--- src/rtl/freq_gen_pkg.sv ---
// freq_pkg: shared state encoding and default widths for the freq_gen NCO square-wave generator.
package freq_pkg;
    localparam int ACC_W_DEF = 32;
    localparam int CNT_W_DEF = 40;
    localparam logic [ACC_W_DEF-1:0] HALF_WORD = {2'b01, {(ACC_W_DEF-2){1'b0}}};
    typedef enum logic [1:0] {IDLE, RUN, FINISH} state_t;
endpackage

--- src/rtl/freq_gen_if.sv ---
// freq_gen_if: control and status bundle of freq_gen; FREQ_GEN_GATE_EN adds the period gate.
interface freq_gen_if import freq_pkg::*; #(
    parameter int ACC_W = ACC_W_DEF,
    parameter int CNT_W = CNT_W_DEF
);
    logic [ACC_W-1:0] freq_word;
    logic             load;
    logic [CNT_W-1:0] burst_len;
    logic             start;
    logic             stop;
    logic             signal_out;
    logic             busy;
    logic             done;
    logic [CNT_W-1:0] edge_count;
`ifdef FREQ_GEN_GATE_EN
    logic             period;
`endif
    modport master (
        output freq_word, load, burst_len, start, stop,
        input  signal_out, busy, done, edge_count
`ifdef FREQ_GEN_GATE_EN
        , input period
`endif
    );
    modport slave (
        input  freq_word, load, burst_len, start, stop,
        output signal_out, busy, done, edge_count
`ifdef FREQ_GEN_GATE_EN
        , output period
`endif
    );
endinterface

--- src/rtl/freq_gen_nco.sv ---
// freq_gen_nco: phase accumulator with shadow/active frequency word swapped only on accumulator wrap.
module freq_gen_nco import freq_pkg::*; #(
    parameter int ACC_W = ACC_W_DEF
) (
    input  logic             clk,
    input  logic             reset,
    input  logic             en,
    input  logic             clr,
    input  logic             load,
    input  logic [ACC_W-1:0] freq_word,
    output logic             msb,
    output logic             rise
);
    logic [ACC_W-1:0] acc, shadow_word, active_word, sum;
    logic             carry;
    assign {carry, sum} = {1'b0, acc} + {1'b0, active_word};
    assign msb  = acc[ACC_W-1];
    assign rise = en && !acc[ACC_W-1] && sum[ACC_W-1];
    // swapping the word only on wrap keeps every period whole, so no runt pulses
    always_ff @(posedge clk) begin
        if (reset) begin
            acc         <= '0;
            shadow_word <= '0;
            active_word <= '0;
        end else begin
            shadow_word <= load ? freq_word : shadow_word;
            acc         <= clr ? '0 : en ? sum : acc;
            active_word <= (clr || (en && carry)) ? shadow_word : active_word;
        end
    end
endmodule

--- src/rtl/freq_gen.sv ---
// freq_gen: NCO square-wave generator with continuous/burst modes; FREQ_GEN_GATE_EN adds a period gate output.
module freq_gen import freq_pkg::*; #(
    parameter int ACC_W = ACC_W_DEF,
    parameter int CNT_W = CNT_W_DEF
) (
    input logic       clk,
    input logic       reset,
    freq_gen_if.slave bus
);
    state_t           state, state_nx;
    logic             msb, rise, en, clr, burst_hit, done;
    logic [CNT_W-1:0] edge_count, burst_target, edge_inc;

    freq_gen_nco #(.ACC_W(ACC_W)) u_nco (
        .clk(clk), .reset(reset), .en(en), .clr(clr),
        .load(bus.load), .freq_word(bus.freq_word), .msb(msb), .rise(rise)
    );

    assign edge_inc  = &edge_count ? edge_count : edge_count + 1'b1;
    assign burst_hit = rise && burst_target != '0 && edge_inc == burst_target;

    always_ff @(posedge clk) state <= reset ? IDLE : state_nx;

    always_comb begin
        state_nx = bus.start                          ? RUN    :
                   state == RUN && (bus.stop || burst_hit) ? FINISH :
                   state == FINISH && !msb            ? IDLE   : state;
    end

    // FINISH only advances the accumulator while high, so it can never produce a rising edge
    always_comb begin
        en  = !bus.start && (state == RUN || (state == FINISH && msb));
        clr = bus.start || state == IDLE || (state == FINISH && !msb);
    end

    always_ff @(posedge clk) begin
        if (reset || bus.start) begin
            edge_count   <= '0;
            burst_target <= reset ? '0 : bus.burst_len;
            done         <= 1'b0;
        end else begin
            edge_count   <= rise ? edge_inc : edge_count;
            done         <= state == FINISH && !msb;
        end
    end

    assign bus.signal_out = msb;
    assign bus.busy       = state != IDLE;
    assign bus.done       = done;
    assign bus.edge_count = edge_count;

`ifdef FREQ_GEN_GATE_EN
    logic period;
    // cleared during the first FINISH cycle so the gate still covers the burst's last edge
    always_ff @(posedge clk) period <= (reset || bus.start || state == FINISH) ? 1'b0 : rise ? 1'b1 : period;
    assign bus.period = period;
`endif
endmodule

--- src/flat_wrapper.sv ---
// flat-port wrapper written by rule: the top's interface ports become plain ports
module freq_gen_flat import freq_pkg::*;
#(
    parameter int ACC_W = ACC_W_DEF,
    parameter int CNT_W = CNT_W_DEF
)
  (clk, reset, bus_freq_word, bus_load, bus_burst_len, bus_start, bus_stop, bus_signal_out, bus_busy, bus_done, bus_edge_count);
  freq_gen_if #(.ACC_W(ACC_W), .CNT_W(CNT_W)) bus_i ();
  input logic clk;
  input logic reset;
  input wire logic [$bits(bus_i.freq_word)-1:0] bus_freq_word;
  input wire logic [$bits(bus_i.load)-1:0] bus_load;
  input wire logic [$bits(bus_i.burst_len)-1:0] bus_burst_len;
  input wire logic [$bits(bus_i.start)-1:0] bus_start;
  input wire logic [$bits(bus_i.stop)-1:0] bus_stop;
  output wire logic [$bits(bus_i.signal_out)-1:0] bus_signal_out;
  output wire logic [$bits(bus_i.busy)-1:0] bus_busy;
  output wire logic [$bits(bus_i.done)-1:0] bus_done;
  output wire logic [$bits(bus_i.edge_count)-1:0] bus_edge_count;
  assign bus_i.freq_word = bus_freq_word;
  assign bus_i.load = bus_load;
  assign bus_i.burst_len = bus_burst_len;
  assign bus_i.start = bus_start;
  assign bus_i.stop = bus_stop;
  assign bus_signal_out = bus_i.signal_out;
  assign bus_busy = bus_i.busy;
  assign bus_done = bus_i.done;
  assign bus_edge_count = bus_i.edge_count;
  freq_gen #(.ACC_W(ACC_W), .CNT_W(CNT_W)) u_core (.clk(clk), .reset(reset), .bus(bus_i));
endmodule
--- config.mk ---
export PLATFORM = sky130hd
export DESIGN_NAME = freq_gen_flat
export DESIGN_NICKNAME = d
export VERILOG_FILES = /design/src/rtl/freq_gen_pkg.sv /design/src/rtl/freq_gen_if.sv /design/src/rtl/freq_gen_nco.sv /design/src/rtl/freq_gen.sv /design/src/flat_wrapper.sv
export SDC_FILE = /design/constraint.sdc
export NUM_CORES = 1
export LEC_CHECK = 0
export ABC_AREA = 1
export BUFFER_PORTS_ARGS = -buffer_cell sky130_fd_sc_hd__buf_2
export CORE_MARGIN = 4
export CORE_UTILIZATION = 55
export DETAILED_ROUTE_END_ITERATION = 7
export GPL_TIMING_DRIVEN = 0
export PLACE_DENSITY = 0.76
export SKIP_LAST_GASP = 1
export SLEW_MARGIN = 10
export SYNTH_ARGS = -nofsm -noshare
export SYNTH_HDL_FRONTEND = slang
export SYNTH_SLANG_ARGS = --single-unit
--- constraint.sdc ---
create_clock -name clk -period 3.9 [get_ports clk]
set_input_delay 0.39 -clock clk [delete_from_list [all_inputs] [get_ports clk]]
set_output_delay 0.39 -clock clk [all_outputs]
set_load 0.1 [all_outputs]
==> flow_metrics.py <==
metrics = {
    "layout": {
        "seq_area_mm2": 0.00398,
        "drive_above_1_share_pct": 11.4,
        "multi_input_area_mm2": 0.00548,
        "area_delta_synth_final_pct": 14.3,
        "design_area_mm2": 0.0118,
        "fillers": 1734,
        "final_util_pct": 64.8,
        "num_antenna_cells": 0,
        "fin_nets": 1762,
    },
    "timing": {
        "hold_viol": 0,
        "min_period_ns": 3.30,
        "fmax_mhz": 303,
        "rsz0062_at_grt": "false",
        "fin_setup_tns_ns": 0,
        "slew_violations": 0,
        "min_period_over_period_pct": 84.5,
        "fin_ws_ns": 0.605,
        "setup_violations": 0,
        "finClkSkew_ns": 0.0109,
        "slew_headroom_pct": 41.9,
        "whs_ns": 0.166,
        "tightest_slew_ns": 0.863,
    },
    "clocking": {
        "cts_root_buf": "clkbuf_16",
        "ctsResizeCount": 0,
        "htreeDepth": 4,
        "cts-buffers-inserted": 17,
        "clk_pin_slew_ns": 0.07,
        "hold_buffers": 0,
        "cts_setup_buffers": 0,
        "cts.sinks": 179,
        "cts_buffer_depth": 2,
        "clk_latency_ns": 0.44,
        "cts_tree": "done",
    },
    "power_and_ir_drop": {
        "ir_drop_v": 0.000351,
        "powerDensity_mw_per_mm2": 358,
        "p_leak_nw": 5.86,
    },
    "floorplan": {
        "die_area_mm2": 0.0211,
        "dieWidth_um": 145,
        "chipHeight_um": 145,
        "io_pins": 120,
        "row_count": 49,
        "core_mm2": 0.0183,
        "initial_utilization_pct": 56.7,
    },
    "flow_run": {
        "cap_violations": 0,
    },
    "logic_synthesis": {
        "synth_edf_count": 40,
        "synth_cell_types": 45,
        "synth_nets": 1624,
        "synth_cells": 1513,
        "synthTopCellsByArea": "dfxtp_1 27%, nor2_1 12%, edfxtp_1 12%",
        "yosysSeqAreaShare_pct": 38.5,
        "asyncSetResetFlopFracSynth_pct": 0,
        "syn-mean-instance-area_um2": 6.85,
        "netlist_area_mm2": 0.0104,
        "yosysWarnings": 0,
        "ys_ff_latch": 179,
        "synth_top_area_share_pct": 26.9,
        "yosysTopAreaCell": "dfxtp_1",
        "synth_ff_type": "dfxtp_1",
    },
    "place": {
        "post-place-ws_ns": 0.610,
        "port_buffers": 118,
        "globalplace.congestion": 0.987,
        "place_area_mm2": 0.0113,
        "dp_hpwl_um": 22500,
    },
    "hold_path": {
        "holdCritPathClass": "input pin to flip-flop",
    },
    "critical_path": {
        "r2r_start": "u_core.u_nco.acc[0]",
        "cpPeakStageDelay_ns": 0.44,
        "worstSetupPathType": "flip-flop to flip-flop",
        "crit_path_end": "u_core.u_nco.acc[26]",
        "r2r_cells": 15,
        "r2r-end": "u_core.u_nco.acc[26]",
        "reg2reg_slack_ns": 0.60,
        "end_kind": "flip-flop",
        "critPathRequiredTime_ns": 4.23,
        "crit_path_cell_trace": "ha_1 > fa_1 > nand3_1 > nand3_1 > a21oi_1 > o21ai_0 > a21boi_0 > inv_1 > nand2_1 > nand2_1 > a21boi_0 > o21ai_0 > xor2_1 > o21bai_1 > inv_1",
        "path_max_fanout": 3,
        "crit_path_start": "u_core.u_nco.acc[0]",
        "critical_path_arrival_ns": 3.62,
        "start_kind": "flip-flop",
        "crit_slowest_cell": "a21boi_0",
    },
    "grt": {
        "grt_pass1_vias": 10004,
        "grt_pass1_wl_um": 47900,
        "grt_max_degree": 29,
        "antenna_found_initial": 0,
        "track_usage_pct": 27.5,
        "overflow": 0,
    },
    "run_status": {
        "outcome": "complete, no violations",
    },
    "routing": {
        "vias_per_cell": 5.38,
        "drt-initial-drc-count": 615,
        "final_antenna_net_count": 0,
        "dr.pass1.iters": 5,
        "drc": 0,
        "totalWireLength_um": 29000,
        "drt-wirelength-per-cell_um": 15.3,
        "vias": 10176,
    },
}
==> Yosys cell counts (7+ instances only) <==
cell,number
nor2_1,342
nand2_1,299
inv_1,174
dfxtp_1,139
o21ai_0,132
nand3_1,75
a21oi_1,51
edfxtp_1,40
clkbuf_1,36
ha_1,33
xor2_1,29
a31oi_1,22
nand4_1,19
a211oi_1,18
xnor2_1,18
nor4_1,10
buf_2,7
nor3_1,7
==> layout by cell type (no fill, tap or decap), types with 5 or more instances in the layout <==
master / netlist / final
nor2_1: 342 / 342
nand2_1: 299 / 299
inv_1: 174 / 174
dfxtp_1: 139 / 139
o21ai_0: 132 / 132
buf_2: 7 / 125
nand3_1: 75 / 75
a21oi_1: 51 / 51
edfxtp_1: 40 / 40
clkbuf_1: 36 / 36
ha_1: 33 / 33
xor2_1: 29 / 29
a31oi_1: 22 / 22
nand4_1: 19 / 19
clkbuf_16: 0 / 19
a211oi_1: 18 / 18
xnor2_1: 18 / 18
nor4_1: 10 / 10
nor3_1: 7 / 7
a21o_1: 5 / 5
nand2_2: 5 / 5
inv_6: 0 / 5
==> worst min-delay path by stage <==
stage	start	end	slack [ns]	cells past startpoint
finish	bus_freq_word[8]	u_core.u_nco.shadow_word[8]	0.17	3
global route	bus_freq_word[6]	u_core.u_nco.shadow_word[6]	0.19	3
CTS	bus_freq_word[8]	u_core.u_nco.shadow_word[8]	0.16	3
detailed placement	u_core.u_nco.shadow_word[29]	u_core.u_nco.active_word[29]	0.47	2
global placement	u_core.u_nco.shadow_word[8]	u_core.u_nco.active_word[8]	0.46	2
floorplan	u_core.state[0]	u_core.state[0]	0.45	2
==> report_power, final <==
part	leakage, nW	switching (mW)	internal [mW]
clock	0.287	0.805	0.916
combinational	4.02	0.294	0.162
sequential	1.56	0.0675	1.99
total	5.86	1.17	3.07
==> kinds of logic after synthesis <==
logic type | share of synthesized area [%]
and+or+nand+nor | 31.5
AOI/OAI and AO/OA | 13.3
buffers and inverters | 8.64
DFF | 38.5
xor gates and xnor gates | 3.97
adders and majority gates | 4.18
==> sequential cells by signal (all words and copies together) (netlist names) <==
register	flops
u_core.state	2
u_core.bus.edge_count	40
u_core.u_nco.acc	32
u_core.bus.done	1
u_core.u_nco.shadow_word	32
u_core.u_nco.active_word	32
u_core.burst_target	40
==> metrics by stage <==
stage	cells	total power [mW]
floorplan	1513	2.40
global placement	1860	2.54
detailed placement	1861	2.55
CTS	1893	4.25
global route	1893	4.41
finish	1893	4.24
==> critical path, delay by kind of cell (launching register included) <==
kind,cells,cell delay [ns]
AO/OA/AOI/OAI,6,1.55
adder cells (fa/ha/maj),2,0.64
AND/OR/NAND/NOR,4,0.36
flip-flops,1,0.32
XOR/XNOR,1,0.17
buffers and inverters,2,0.14
==> routing by layer <==
metal	GRT usage, %	wire length, um
met5	0	0
met4	12.6	1220
met3	4.18	1430
met2	48.7	14300
met1	33.0	12100
==> layout make-up <==
type	instances	area share (%)
Multi-Input combinational cell	1106	46.3
Sequential cell	179	33.6
Inverter	177	5.61
Timing Repair Buffer	119	5.16
Clock buffer	20	4.05
Tap cell	229	2.42
Buffer	51	1.95
Clock inverter	12	0.898
(Power assumes the default switching activity.)
